[config.mk]
export PLATFORM = sky130hd
export DESIGN_NAME = fp16_operand_unpack_flat
export DESIGN_NICKNAME = d
export VERILOG_FILES = /design/src/rtl/fp16_pkg.sv /design/src/rtl/fp16_operand_unpack_if.sv /design/src/rtl/fp16_classify.sv /design/src/rtl/fp16_operand_unpack.sv /design/src/flat_wrapper.sv
export SDC_FILE = /design/constraint.sdc
export NUM_CORES = 1
export LEC_CHECK = 0
export CAP_MARGIN = 20
export CORE_MARGIN = 2
export CORE_UTILIZATION = 40
export DETAILED_ROUTE_END_ITERATION = 10
export PLACE_DENSITY = 0.69
export SKIP_LAST_GASP = 1
export SYNTH_ARGS = -nofsm -noshare
export SYNTH_HDL_FRONTEND = slang
export SYNTH_SLANG_ARGS = --single-unit
[constraint.sdc]
create_clock -name clk -period 3.7 [get_ports clk]
set_input_delay 0.74 -clock clk [delete_from_list [all_inputs] [get_ports clk]]
set_output_delay 0.74 -clock clk [all_outputs]
set_load 0.03 [all_outputs]
[src/rtl/fp16_pkg.sv]
// Shared types and constants for the FP16 operand unpack front end.
// Field widths, FSM states, operand classes and the sticky right-shift step.
package fp16_pkg;

    localparam int EXP_W         = 5;
    localparam int FRAC_W        = 10;
    localparam int SIG_W         = 14;
    localparam int BIAS          = 15;
    localparam int MAX_SHIFT_DEF = 13;
    localparam logic [EXP_W-1:0] EXP_MAX = 5'd31;

    typedef enum logic [1:0] {IDLE, CLASSIFY, ALIGN, DONE} state_t;

    typedef enum logic [2:0] {ZERO, DENORM, NORM, INF, NAN} fp_class_t;

    // One alignment step: guard/round move down, the bit leaving S folds into S.
    function automatic logic [SIG_W-1:0] shift_sticky(input logic [SIG_W-1:0] s);
        return {1'b0, s[SIG_W-1:2], s[1] | s[0]};
    endfunction

endpackage

[src/rtl/fp16_operand_unpack_if.sv]
// Operand/result handshake bundle between the operand source and fp16_operand_unpack.
// master drives the operand pair and result ready; slave is the unpacker.
interface fp16_operand_unpack_if;

    logic        in_valid;
    logic        in_ready;
    logic [15:0] in_a;
    logic [15:0] in_b;
    logic        out_valid;
    logic        out_ready;
    logic        sign_a;
    logic        sign_b;
    logic [4:0]  exp_a;
    logic [4:0]  exp_b;
    logic [4:0]  exp_half;
    logic [9:0]  mant_a;
    logic [9:0]  mant_b;
    logic [13:0] align_a;
    logic [13:0] align_b;
    logic        exc;

    modport master (
        output in_valid, in_a, in_b, out_ready,
        input  in_ready, out_valid, sign_a, sign_b, exp_a, exp_b, exp_half,
        input  mant_a, mant_b, align_a, align_b, exc
    );

    modport slave (
        input  in_valid, in_a, in_b, out_ready,
        output in_ready, out_valid, sign_a, sign_b, exp_a, exp_b, exp_half,
        output mant_a, mant_b, align_a, align_b, exc
    );

endinterface

[src/rtl/fp16_classify.sv]
// Combinational field decode of one packed binary16 operand.
// Optional FP16_UNPACK_DAZ_EN flushes denormals to signed zero.
module fp16_classify
    import fp16_pkg::*;
(
    input  logic [15:0]       op,
    output logic              sign,
    output logic [EXP_W-1:0]  exp_field,
    output logic [FRAC_W-1:0] frac,
    output logic [EXP_W-1:0]  eff_exp,
    output logic              hidden,
    output fp_class_t         cls
);

    always_comb begin
        sign      = op[15];
        exp_field = op[14:10];
        frac      = op[9:0];
        hidden    = (exp_field != '0);
        eff_exp   = (exp_field == '0) ? 5'd1 : exp_field;
        if (exp_field == '0) begin
            cls = (frac == '0) ? ZERO : DENORM;
        end else if (exp_field == EXP_MAX) begin
            cls = (frac == '0) ? INF : NAN;
        end else begin
            cls = NORM;
        end
`ifdef FP16_UNPACK_DAZ_EN
        if (cls == DENORM) begin
            frac = '0;
            cls  = ZERO;
        end
`endif
    end

endmodule

[src/rtl/fp16_operand_unpack.sv]
// Captures an FP16 operand pair, decodes both and aligns the smaller significand
// one bit per cycle. Build option FP16_UNPACK_DAZ_EN is handled in fp16_classify.
module fp16_operand_unpack
    import fp16_pkg::*;
#(
    parameter int MAX_SHIFT = MAX_SHIFT_DEF
) (
    input logic                  clk,
    input logic                  rst_n,
    fp16_operand_unpack_if.slave bus
);

    localparam logic [EXP_W-1:0] MAX_SHIFT_E = EXP_W'(MAX_SHIFT);
    localparam logic [3:0]       MAX_SHIFT_C = 4'(MAX_SHIFT);

    state_t            state_reg, state_next;
    logic [15:0]       op_reg    [2];
    logic [SIG_W-1:0]  align_reg [2];
    logic [EXP_W-1:0]  exp_half_reg;
    logic              exc_reg;
    logic              shift_a_reg;
    logic [3:0]        cnt_reg;

    logic              sign      [2];
    logic [EXP_W-1:0]  exp_field [2];
    logic [FRAC_W-1:0] frac      [2];
    logic [EXP_W-1:0]  eff_exp   [2];
    logic              hidden    [2];
    fp_class_t         cls       [2];
    logic [SIG_W-1:0]  sig       [2];

    logic              a_lt_b;
    logic [EXP_W-1:0]  diff;
    logic [3:0]        d_sat;
    logic [EXP_W-1:0]  exp_max;
    logic              exc_c;

    genvar gi;
    generate
        for (gi = 0; gi < 2; gi++) begin : g_operand
            fp16_classify u_classify (
                .op        (op_reg[gi]),
                .sign      (sign[gi]),
                .exp_field (exp_field[gi]),
                .frac      (frac[gi]),
                .eff_exp   (eff_exp[gi]),
                .hidden    (hidden[gi]),
                .cls       (cls[gi])
            );
            assign sig[gi] = {hidden[gi], frac[gi], 3'b000};
        end
    endgenerate

    // Exponent compare; distances beyond MAX_SHIFT all reduce to a pure sticky bit.
    always_comb begin
        a_lt_b  = (eff_exp[0] < eff_exp[1]);
        diff    = a_lt_b ? (eff_exp[1] - eff_exp[0]) : (eff_exp[0] - eff_exp[1]);
        d_sat   = (diff > MAX_SHIFT_E) ? MAX_SHIFT_C : diff[3:0];
        exp_max = a_lt_b ? eff_exp[1] : eff_exp[0];
        exc_c   = (cls[0] == INF) || (cls[0] == NAN) || (cls[1] == INF) || (cls[1] == NAN);
    end

    always_comb begin
        state_next = state_reg;
        case (state_reg)
            IDLE:     if (bus.in_valid) state_next = CLASSIFY;
            CLASSIFY: state_next = (exc_c || (diff == '0)) ? DONE : ALIGN;
            ALIGN:    if (cnt_reg == 4'd1) state_next = DONE;
            DONE:     if (bus.out_ready) state_next = IDLE;
            default:  state_next = IDLE;
        endcase
    end

    always_ff @(posedge clk or negedge rst_n) begin
        if (!rst_n) begin
            state_reg    <= IDLE;
            op_reg[0]    <= '0;
            op_reg[1]    <= '0;
            align_reg[0] <= '0;
            align_reg[1] <= '0;
            exp_half_reg <= '0;
            exc_reg      <= 1'b0;
            shift_a_reg  <= 1'b0;
            cnt_reg      <= '0;
        end else begin
            state_reg <= state_next;
            case (state_reg)
                IDLE: begin
                    if (bus.in_valid) begin
                        op_reg[0] <= bus.in_a;
                        op_reg[1] <= bus.in_b;
                    end
                end
                CLASSIFY: begin
                    align_reg[0] <= sig[0];
                    align_reg[1] <= sig[1];
                    exp_half_reg <= exp_max;
                    exc_reg      <= exc_c;
                    shift_a_reg  <= a_lt_b;
                    cnt_reg      <= d_sat;
                end
                ALIGN: begin
                    if (shift_a_reg) align_reg[0] <= shift_sticky(align_reg[0]);
                    else             align_reg[1] <= shift_sticky(align_reg[1]);
                    cnt_reg <= cnt_reg - 4'd1;
                end
                default: ;
            endcase
        end
    end

    assign bus.in_ready  = (state_reg == IDLE);
    assign bus.out_valid = (state_reg == DONE);
    assign bus.sign_a    = sign[0];
    assign bus.sign_b    = sign[1];
    assign bus.exp_a     = exp_field[0];
    assign bus.exp_b     = exp_field[1];
    assign bus.mant_a    = frac[0];
    assign bus.mant_b    = frac[1];
    assign bus.exp_half  = exp_half_reg;
    assign bus.align_a   = align_reg[0];
    assign bus.align_b   = align_reg[1];
    assign bus.exc       = exc_reg;

endmodule
[src/flat_wrapper.sv]
// flat-port wrapper written by rule: the top's interface ports become plain ports
module fp16_operand_unpack_flat import fp16_pkg::*;
#(
    parameter int MAX_SHIFT = MAX_SHIFT_DEF
)
  (clk, rst_n, bus_in_valid, bus_in_a, bus_in_b, bus_out_ready, bus_in_ready, bus_out_valid, bus_sign_a, bus_sign_b, bus_exp_a, bus_exp_b, bus_exp_half, bus_mant_a, bus_mant_b, bus_align_a, bus_align_b, bus_exc);
  fp16_operand_unpack_if bus_i ();
  input logic clk;
  input logic rst_n;
  input wire logic [$bits(bus_i.in_valid)-1:0] bus_in_valid;
  input wire logic [$bits(bus_i.in_a)-1:0] bus_in_a;
  input wire logic [$bits(bus_i.in_b)-1:0] bus_in_b;
  input wire logic [$bits(bus_i.out_ready)-1:0] bus_out_ready;
  output wire logic [$bits(bus_i.in_ready)-1:0] bus_in_ready;
  output wire logic [$bits(bus_i.out_valid)-1:0] bus_out_valid;
  output wire logic [$bits(bus_i.sign_a)-1:0] bus_sign_a;
  output wire logic [$bits(bus_i.sign_b)-1:0] bus_sign_b;
  output wire logic [$bits(bus_i.exp_a)-1:0] bus_exp_a;
  output wire logic [$bits(bus_i.exp_b)-1:0] bus_exp_b;
  output wire logic [$bits(bus_i.exp_half)-1:0] bus_exp_half;
  output wire logic [$bits(bus_i.mant_a)-1:0] bus_mant_a;
  output wire logic [$bits(bus_i.mant_b)-1:0] bus_mant_b;
  output wire logic [$bits(bus_i.align_a)-1:0] bus_align_a;
  output wire logic [$bits(bus_i.align_b)-1:0] bus_align_b;
  output wire logic [$bits(bus_i.exc)-1:0] bus_exc;
  assign bus_i.in_valid = bus_in_valid;
  assign bus_i.in_a = bus_in_a;
  assign bus_i.in_b = bus_in_b;
  assign bus_i.out_ready = bus_out_ready;
  assign bus_in_ready = bus_i.in_ready;
  assign bus_out_valid = bus_i.out_valid;
  assign bus_sign_a = bus_i.sign_a;
  assign bus_sign_b = bus_i.sign_b;
  assign bus_exp_a = bus_i.exp_a;
  assign bus_exp_b = bus_i.exp_b;
  assign bus_exp_half = bus_i.exp_half;
  assign bus_mant_a = bus_i.mant_a;
  assign bus_mant_b = bus_i.mant_b;
  assign bus_align_a = bus_i.align_a;
  assign bus_align_b = bus_i.align_b;
  assign bus_exc = bus_i.exc;
  fp16_operand_unpack #(.MAX_SHIFT(MAX_SHIFT)) u_core (.clk(clk), .rst_n(rst_n), .bus(bus_i));
endmodule
Word level (Yosys, flattened, before mapping):

Index checks and enable logic that the tools add are counted.

* register bits: 73
* input bits: 36
* output and inout port bits: 68
* word-level logic and storage cells: 70

* bitwise gates (word level): 2
* equal/unequal tests: 15
* magnitude comparators: 2
* $add $sub $neg: 3
* reduce and logical (&&, ||, !) cells: 17
* muxes and demuxes: 22

Operators by type and width (number)
* $pmux 28 s2: 1
* $mux 14: 2
* $logic_not 10->1: 2
* $mux 5: 4
* $mux 3: 6
* $logic_not 5->1: 3
* $eq 5x5->1 const B: 2
* $reduce_bool 5->1: 2
* $sub 5x5->5: 2
* $pmux 2 s4: 1
* $pmux 4 s2: 1
* $eq 3x2->1 const B: 2
* $eq 3x3->1 const B: 2
* $mux 2: 3
* $ne 2x2->1 const B: 3
* $reduce_and 2->1: 3
* $gt 5x4->1 const B: 1
* $lt 5x5->1: 1
* $eq 2x2->1 const B: 2
* $eq 4x1->1 const B: 1
* $logic_or 1x1->1: 4
* $mux 4: 1
* $ne 2x1->1 const B: 2
* $sub 4x1->4 const B: 1
* other kinds (6): 9

Depth between registers and ports, before layout:

Gate-level depths: netlist of run 1.

* word-level depth: 11
* depth in mapped cells: 11
* mapped depth without buffers: 11

Cells and area by module:

Synthesis of run 1 repeated with hierarchy kept, for this count alone.

* cells, all modules: 422
* area total of the unflattened synthesis: 4194.0 sq um

By module, submodules not included
* fp16_operand_unpack: cells each 354, seq. area each 1826.8 sq um, area each 3721.1 sq um, times used 1
* fp16_classify: cells each 34, seq. area each 0.0 sq um, area each 236.5 sq um, times used 2

Worst setup path after synthesis of run 1:

No wires, ideal clock.

* path kind: reg-to-reg
* start: register u_core.op_reg[27] in the netlist's numbering
* end: register u_core.cnt_reg[1]
* clock period less this slack: 2921 ps
* arrival time: 2800 ps
* setup time: 120 ps
* stages on the path, launching flop included: 12
* required time: 3580 ps
* slack: 779 ps
* buffers on the path: 0
* cells stage by stage: dfrtp_1 -> or4_1 -> nor2_1 -> nor2_1 -> inv_1 -> ha_1 -> nor2b_1 -> o211a_1 -> or4b_1 -> a21boi_0 -> nor3b_1 -> a31o_2

* word-level cells in the longest chain between the ends: 7
* elaborated cells on any way between the ends: 9
* classes of those cells: add/sub (2); order compare (2); mux (4); reduce/logical (1)

Ends and longest elaborated chain
* start: declaration: RTL line fp16_operand_unpack.sv:17 `logic [15:0] op_reg [2];`
* $logic_not 5->1: RTL line fp16_classify.sv:20 `eff_exp = (exp_field == '0) ? 5'd1 : exp_field;`
* $mux 5 *: RTL line fp16_classify.sv:20
* $sub 5x5->5 / $lt 5x5->1 (equally long branches): RTL line fp16_operand_unpack.sv:57, fp16_operand_unpack.sv:56
* $mux 5 *: RTL line fp16_operand_unpack.sv:57 `diff = a_lt_b ? (eff_exp[1] - eff_exp[0]) : (eff_exp[0] - eff_exp[1]);`
* $gt 5x4->1: RTL line fp16_operand_unpack.sv:58 `d_sat = (diff > MAX_SHIFT_E) ? MAX_SHIFT_C : diff[3:0];`
* $mux 4 *: RTL line fp16_operand_unpack.sv:58
* $pmux 4 s2 *: RTL line fp16_operand_unpack.sv:87 `case (state_reg)`
* end signal: assignment: RTL line fp16_operand_unpack.sv:100 `cnt_reg <= d_sat;`
* end signal: assignment: RTL line fp16_operand_unpack.sv:105 `cnt_reg <= cnt_reg - 4'd1;`
* end: declaration: RTL line fp16_operand_unpack.sv:22 `logic [3:0] cnt_reg;`

Every way passes the cells marked *; elsewhere a longest branch is shown, timed or not.
A chain may end at the register's enable or synchronous reset.

Final worst setup path of run 1:

Ends and elaborated chain as after synthesis.

==> impl_metrics.json, run 1 <==
{
  "status": "complete, no violations",
  "fp.dieH_um": 101,
  "antenna_found_initial": 0,
  "async_reset_ff_frac": 1.00,
  "ant_nets": 0,
  "start_util": 0.409,
  "die_w_um": 101,
  "seqCellArea_um2": 1830,
  "hp-class": "flip-flop to flip-flop",
  "post-route-min-period_ns": 3.06,
  "cp_common_cell": "nor2_1",
  "fillCellCount": 850,
  "yosysSeqAreaShare": 0.486,
  "std_cell_rows": 35,
  "finalHoldViolations": 0,
  "critPathMaxFanout": 7,
  "routed_wl_um": 9230,
  "critPathRequiredTime_ns": 3.93,
  "multi_input_area_um2": 1770,
  "core_um2": 9200,
  "syn_to_final_growth_pct": 35.8,
  "port_buffers": 103,
  "dp_hpwl_um": 6810,
  "drt-pass1-iter-count": 4,
  "worstSkewPairLatency_ns": 0.34,
  "synth-xor-area-share": 0.0113,
  "first_iter_violations": 93,
  "cap_violations": 0,
  "grt_pass1_wl_um": 15100,
  "grt_max_degree": 74,
  "synth_most_common_cell": "dfrtp_1",
  "r2r-start": "u_core.op_reg[27]",
  "drc": 0,
  "synth_fa_ha_area_frac": 0.0499,
  "vias": 2976,
  "cp.depth": 11,
  "synth_compound_area_frac": 0.128,
  "vias_per_cell": 5.19,
  "cts_resized": 0,
  "rr_endpoint": "u_core.cnt_reg[1]",
  "path_cells": "or4_1 > nor2_1 > nor2_1 > inv_1 > ha_1 > nor2b_1 > o211a_1 > or4b_1 > a21boi_0 > nor3b_1 > a31o_2",
  "largest_reg_flops": 32,
  "yosys.area.top_type": "dfrtp_1",
  "track_usage": 0.188,
  "synth-seq-cells": 73,
  "dp_cells": 557,
  "synthTopCellsByCount": "dfrtp_1, mux2_2, a21oi_1, nor2_1, o21ai_0",
  "cp_slowest_cell": "or4b_1",
  "path_clk_slew_ns": 0.08,
  "synthFlopType": "dfrtp_1",
  "clock_skew_ns": 0.00790,
  "wl_per_cell_um": 16.1,
  "clock-sinks": 73,
  "syn_area_um2": 3760,
  "synth_top_family_by_area": "multiplexers",
  "drive_above_1_share": 0.147,
  "synthCells": 360,
  "yosysTopAreaCellShare": 0.486,
  "cts_tree": "built",
  "rsz0062_at_grt": "false",
  "yosysWarnings": 0,
  "worst_setup_path_start_kind": "flip-flop",
  "htree_levels": 3,
  "critPathArrivalTime_ns": 3.29,
  "cp-endpoint": "u_core.cnt_reg[1]",
  "cts_buffer_depth": 2,
  "critPathTopFamily": "simple AND/OR/NAND/NOR gates",
  "clock-root-buffer": "clkbuf_8",
  "ys_types": 43,
  "gr-total-overflow": 0,
  "pin_count": 104,
  "r2r_slack_ns": 0.64,
  "synthTopCellsByArea": "dfrtp_1, mux2_2, mux2i_1",
  "syn_area_per_cell_um2": 10.4,
  "crit_path_max_incr_delay_ns": 0.57,
  "tightest_slew_ns": 0.904,
  "cts_buffers": 9,
  "synth_edf_count": 0,
  "startpoint": "u_core.op_reg[27]",
  "critPathCaptureType": "flip-flop",
  "hold_buffers": 0,
  "fin_nets": 508,
  "syn_nets": 411,
  "finalSetupViolCount": 0,
  "routabilityCongestion": 0.902,
  "n_antenna_cell": 0,
  "synth_simple_gate_area_frac": 0.108,
  "cts_setup_buffers": 0,
  "path_class": "flip-flop to flip-flop",
  "muxShareOfSynthArea": 0.172,
  "grt_pass1_vias": 3098,
  "worst-path-buf-inv": 1,
  "fin_crit_sh": 0.827,
  "hold_slack_ns": 0.509,
  "fp.dieArea_um2": 10200,
  "slew_viol_final": 0,
  "fmax_mhz": 327,
  "worstRegToRegCells": 11,
  "fin_cells": 573,
  "fin_setup_tns_ns": 0,
  "relSlewSlack": 0.397,
  "hp-start": "u_core.bus.align_a[4]"
}
[cell type report]
cell class                      count  share of cell area
Sequential cell                    73               0.358
Multi-Input combinational cell    242               0.346
Timing Repair Buffer              109               0.210
Tap cell                          111              0.0272
Clock buffer                       10              0.0250
Clock inverter                      6              0.0176
Inverter                           22              0.0162
[logic make-up (layout without fill, tap and decap cells)]
logic type | after synthesis | count (layout)
buf+inv | 45 | 147
flops | 73 | 73
mux | 60 | 60
simple gates | 81 | 81
fa+ha+maj | 15 | 15
compound gates | 82 | 82
xor+xnor | 4 | 4
[metal layers]
metal,vias up,part of all wire,track usage
met5,-,0,0
li1,1438,-,-
met4,0,0.020,0.0696
met1,1437,0.45,0.245
met3,17,0.049,0.0437
met2,84,0.48,0.308
[worst min-delay path: cells and delay by family, from the launching register on]
family	cells	cell delay, ns
flip-flops	1	0.37
AND/OR/NAND/NOR	1	0.05
AO/OA/AOI/OAI	1	0.06
[cell usage in the layout, fill, tap and decap left out, drive strengths merged, types with 2 or more instances in the layout]
cell / count
clkdlybuf4s50: 102
dfrtp: 73
mux2: 38
a21oi: 35
nor2: 30
o21ai: 26
inv: 23
mux2i: 22
nand2: 21
ha: 15
clkbuf: 10
nand2b: 7
buf: 7
o22ai: 3
nor2b: 3
o211a: 3
o31a: 3
nand3: 3
or4: 3
xnor2: 2
o211ai: 2
nand4: 2
o31ai: 2
nand3b: 2
bufinv: 2
xor2: 2
or2: 2
nor3: 2
a21boi: 2
and3: 2
clkinv: 2
[through the flow]
stage | utilization | setup WS [ns] | area [µm²]
after floorplan | - | 0.779 | 3760
after global placement | 0.531 | 0.771 | 4890
after detailed placement | 0.531 | 0.671 | 4890
after CTS | 0.555 | 0.650 | 5100
after global routing | 0.555 | 0.424 | 5100
final | 0.555 | 0.640 | 5100
[how the worst min path moves through the flow]
stage / to / slack, ns / cells after the start
after floorplan: u_core.bus.align_a[0] / 0.44 / 0
after global placement: u_core.op_reg[15] / 0.49 / 1
after detailed placement: u_core.bus.align_a[4] / 0.49 / 2
after CTS: u_core.bus.align_a[4] / 0.51 / 2
after global routing: u_core.bus.align_a[4] / 0.54 / 2
final: u_core.bus.align_a[4] / 0.51 / 2
Power of run 1 is not shown: default switching activity piles up to over one toggle a cycle in this logic, so the estimate is an artifact.
==> run 2: changes to the inputs <==
==> constraint.sdc (replaced) <==
create_clock -name clk -period 3.05 [get_ports clk]
set_input_delay 0.61 -clock clk [delete_from_list [all_inputs] [get_ports clk]]
set_output_delay 0.61 -clock clk [all_outputs]
set_load 0.03 [all_outputs]
==> impl_metrics.json, run 2 (synthesis results as in run 1) <==
{
  "status": "complete, no violations",
  "final_cell_mix": "clkdlybuf4s50_1, dfrtp_1, mux2_2",
  "placed_area_um2": 4920,
  "worst_setup_path_start_kind": "flip-flop",
  "path_clk_slew_ns": 0.08,
  "worstRegToRegCells": 11,
  "critPathMaxFanout": 6,
  "std_cell_rows": 35,
  "syn_to_final_growth_pct": 37.0,
  "clock-sinks": 73,
  "finalSetupViolCount": 0,
  "fp.dieArea_um2": 10200,
  "clock_skew_ns": 0.0134,
  "layout_commonest_cell": "clkdlybuf4s50_1",
  "rsz0062_at_grt": "true",
  "worstSkewPairLatency_ns": 0.35,
  "n_antenna_cell": 0,
  "critPathArrivalTime_ns": 3.20,
  "gr-total-overflow": 0,
  "post-route-min-period_ns": 2.96,
  "fin_crit_sh": 0.972,
  "antenna_found_initial": 0,
  "fmax_mhz": 337,
  "hp-class": "input port to async pin",
  "first_iter_violations": 120,
  "ant_nets": 0,
  "cts_tree": "built",
  "start_util": 0.409,
  "vias": 2988,
  "clock-root-buffer": "clkbuf_8",
  "htree_levels": 3,
  "grt_pass1_vias": 3047,
  "dp_hpwl_um": 6770,
  "pin_count": 104,
  "finalHoldViolations": 0,
  "cts_buffers": 9,
  "critPathRequiredTime_ns": 3.29,
  "relSlewSlack": 0.389,
  "vias_per_cell": 5.17,
  "cap_violations": 0,
  "drt-pass1-iter-count": 5,
  "wl_per_cell_um": 16.1,
  "fin_nets": 513,
  "grt_pass1_wl_um": 15200,
  "fp.dieH_um": 101,
  "routed_wl_um": 9330,
  "cts_buffer_depth": 2,
  "grt_max_degree": 74,
  "drc": 0,
  "hold_slack_ns": 0.391,
  "design_area_um2": 5150,
  "track_usage": 0.191,
  "seqCellArea_um2": 1830,
  "port_buffers": 103,
  "die_w_um": 101,
  "largest_reg_flops": 32,
  "slew_viol_final": 0,
  "critPathCaptureType": "flip-flop",
  "final_core_util": 0.560,
  "multi_input_area_um2": 1770,
  "core_um2": 9200,
  "fillCellCount": 834,
  "routabilityCongestion": 0.876,
  "path_class": "flip-flop to flip-flop",
  "tightest_slew_ns": 0.916,
  "drive_above_1_share": 0.158
}
[run 2: changes by cell type in the layout (fill, tap and decap cells not counted)]
cell	change
clkinv_4	-1
a21boi_1	+1
a21boi_0	-1
inv_6	+1
buf_4	+5
nor3b_2	+1
nor3b_1	-1
[run 2: stage by stage]
| stage | worst slack (ns) | std cells | setup TNS [ns] |
|---|---|---|---|
| CTS | 0.0674 | 578 | 0 |
| finish | 0.0862 | 578 | 0 |
| floorplan | 0.129 | 360 | 0 |
| global placement | 0.229 | 562 | 0 |
| global route | -0.000336 | 578 | -0.000336 |
| detailed placement | 0.102 | 562 | 0 |
[run 2: path summary, 6_finish.rpt]
check / end / startpoint / slack [ns]
worst min register to register: u_core.bus.align_a[4] / u_core.bus.align_a[4] / 0.51
worst max-delay path: u_core.cnt_reg[1] / u_core.op_reg[29] / 0.09
worst min-delay path: u_core.op_reg[4] / rst_n / 0.39
max in group asynchronous: u_core.op_reg[17] / rst_n / 2.06
min in group clk: u_core.bus.align_a[4] / u_core.bus.align_a[4] / 0.51
worst max register to register: u_core.cnt_reg[1] / u_core.op_reg[29] / 0.09
[run 2: critical path: stages (launching register included)]
cell and delay [ns]:
dfrtp_1 0.44, or4_1 0.51, nor2_1 0.14, nor2_1 0.09, inv_1 0.06, ha_1 0.19
nor2b_1 0.08, o211a_1 0.21, or4b_1 0.58, a21boi_1 0.26, nor3b_2 0.09, a31o_2 0.21
[run 2: repair_timing]
| action | in CTS | in global routing |
|---|---|---|
| hold buffers | 0 | 0 |
| setup endpoints to repair | 0 | 2 |
| gates resized for setup | 0 | 2 |
| buffers inserted | 0 | 0 |
[run 2: layout make-up]
| type | instances | share of cell area |
|---|---|---|
| Inverter | 22 | 0.0160 |
| Clock buffer | 10 | 0.0248 |
| Tap cell | 111 | 0.0270 |
| Multi-Input combinational cell | 242 | 0.344 |
| Clock inverter | 6 | 0.0175 |
| Timing Repair Buffer | 114 | 0.216 |
| Sequential cell | 73 | 0.355 |
[run 2: layer usage]
layer  vias up  part of all wire  track usage  routed length [µm]
li1       1453                 -            -                   -
met1      1457              0.46        0.257                4330
met2        65              0.48        0.306                4430
met3        13             0.044       0.0506                 414
met4         0             0.016       0.0509                 148
met5         -                 0            0                   0
Power of run 2 is left out for the same reason.
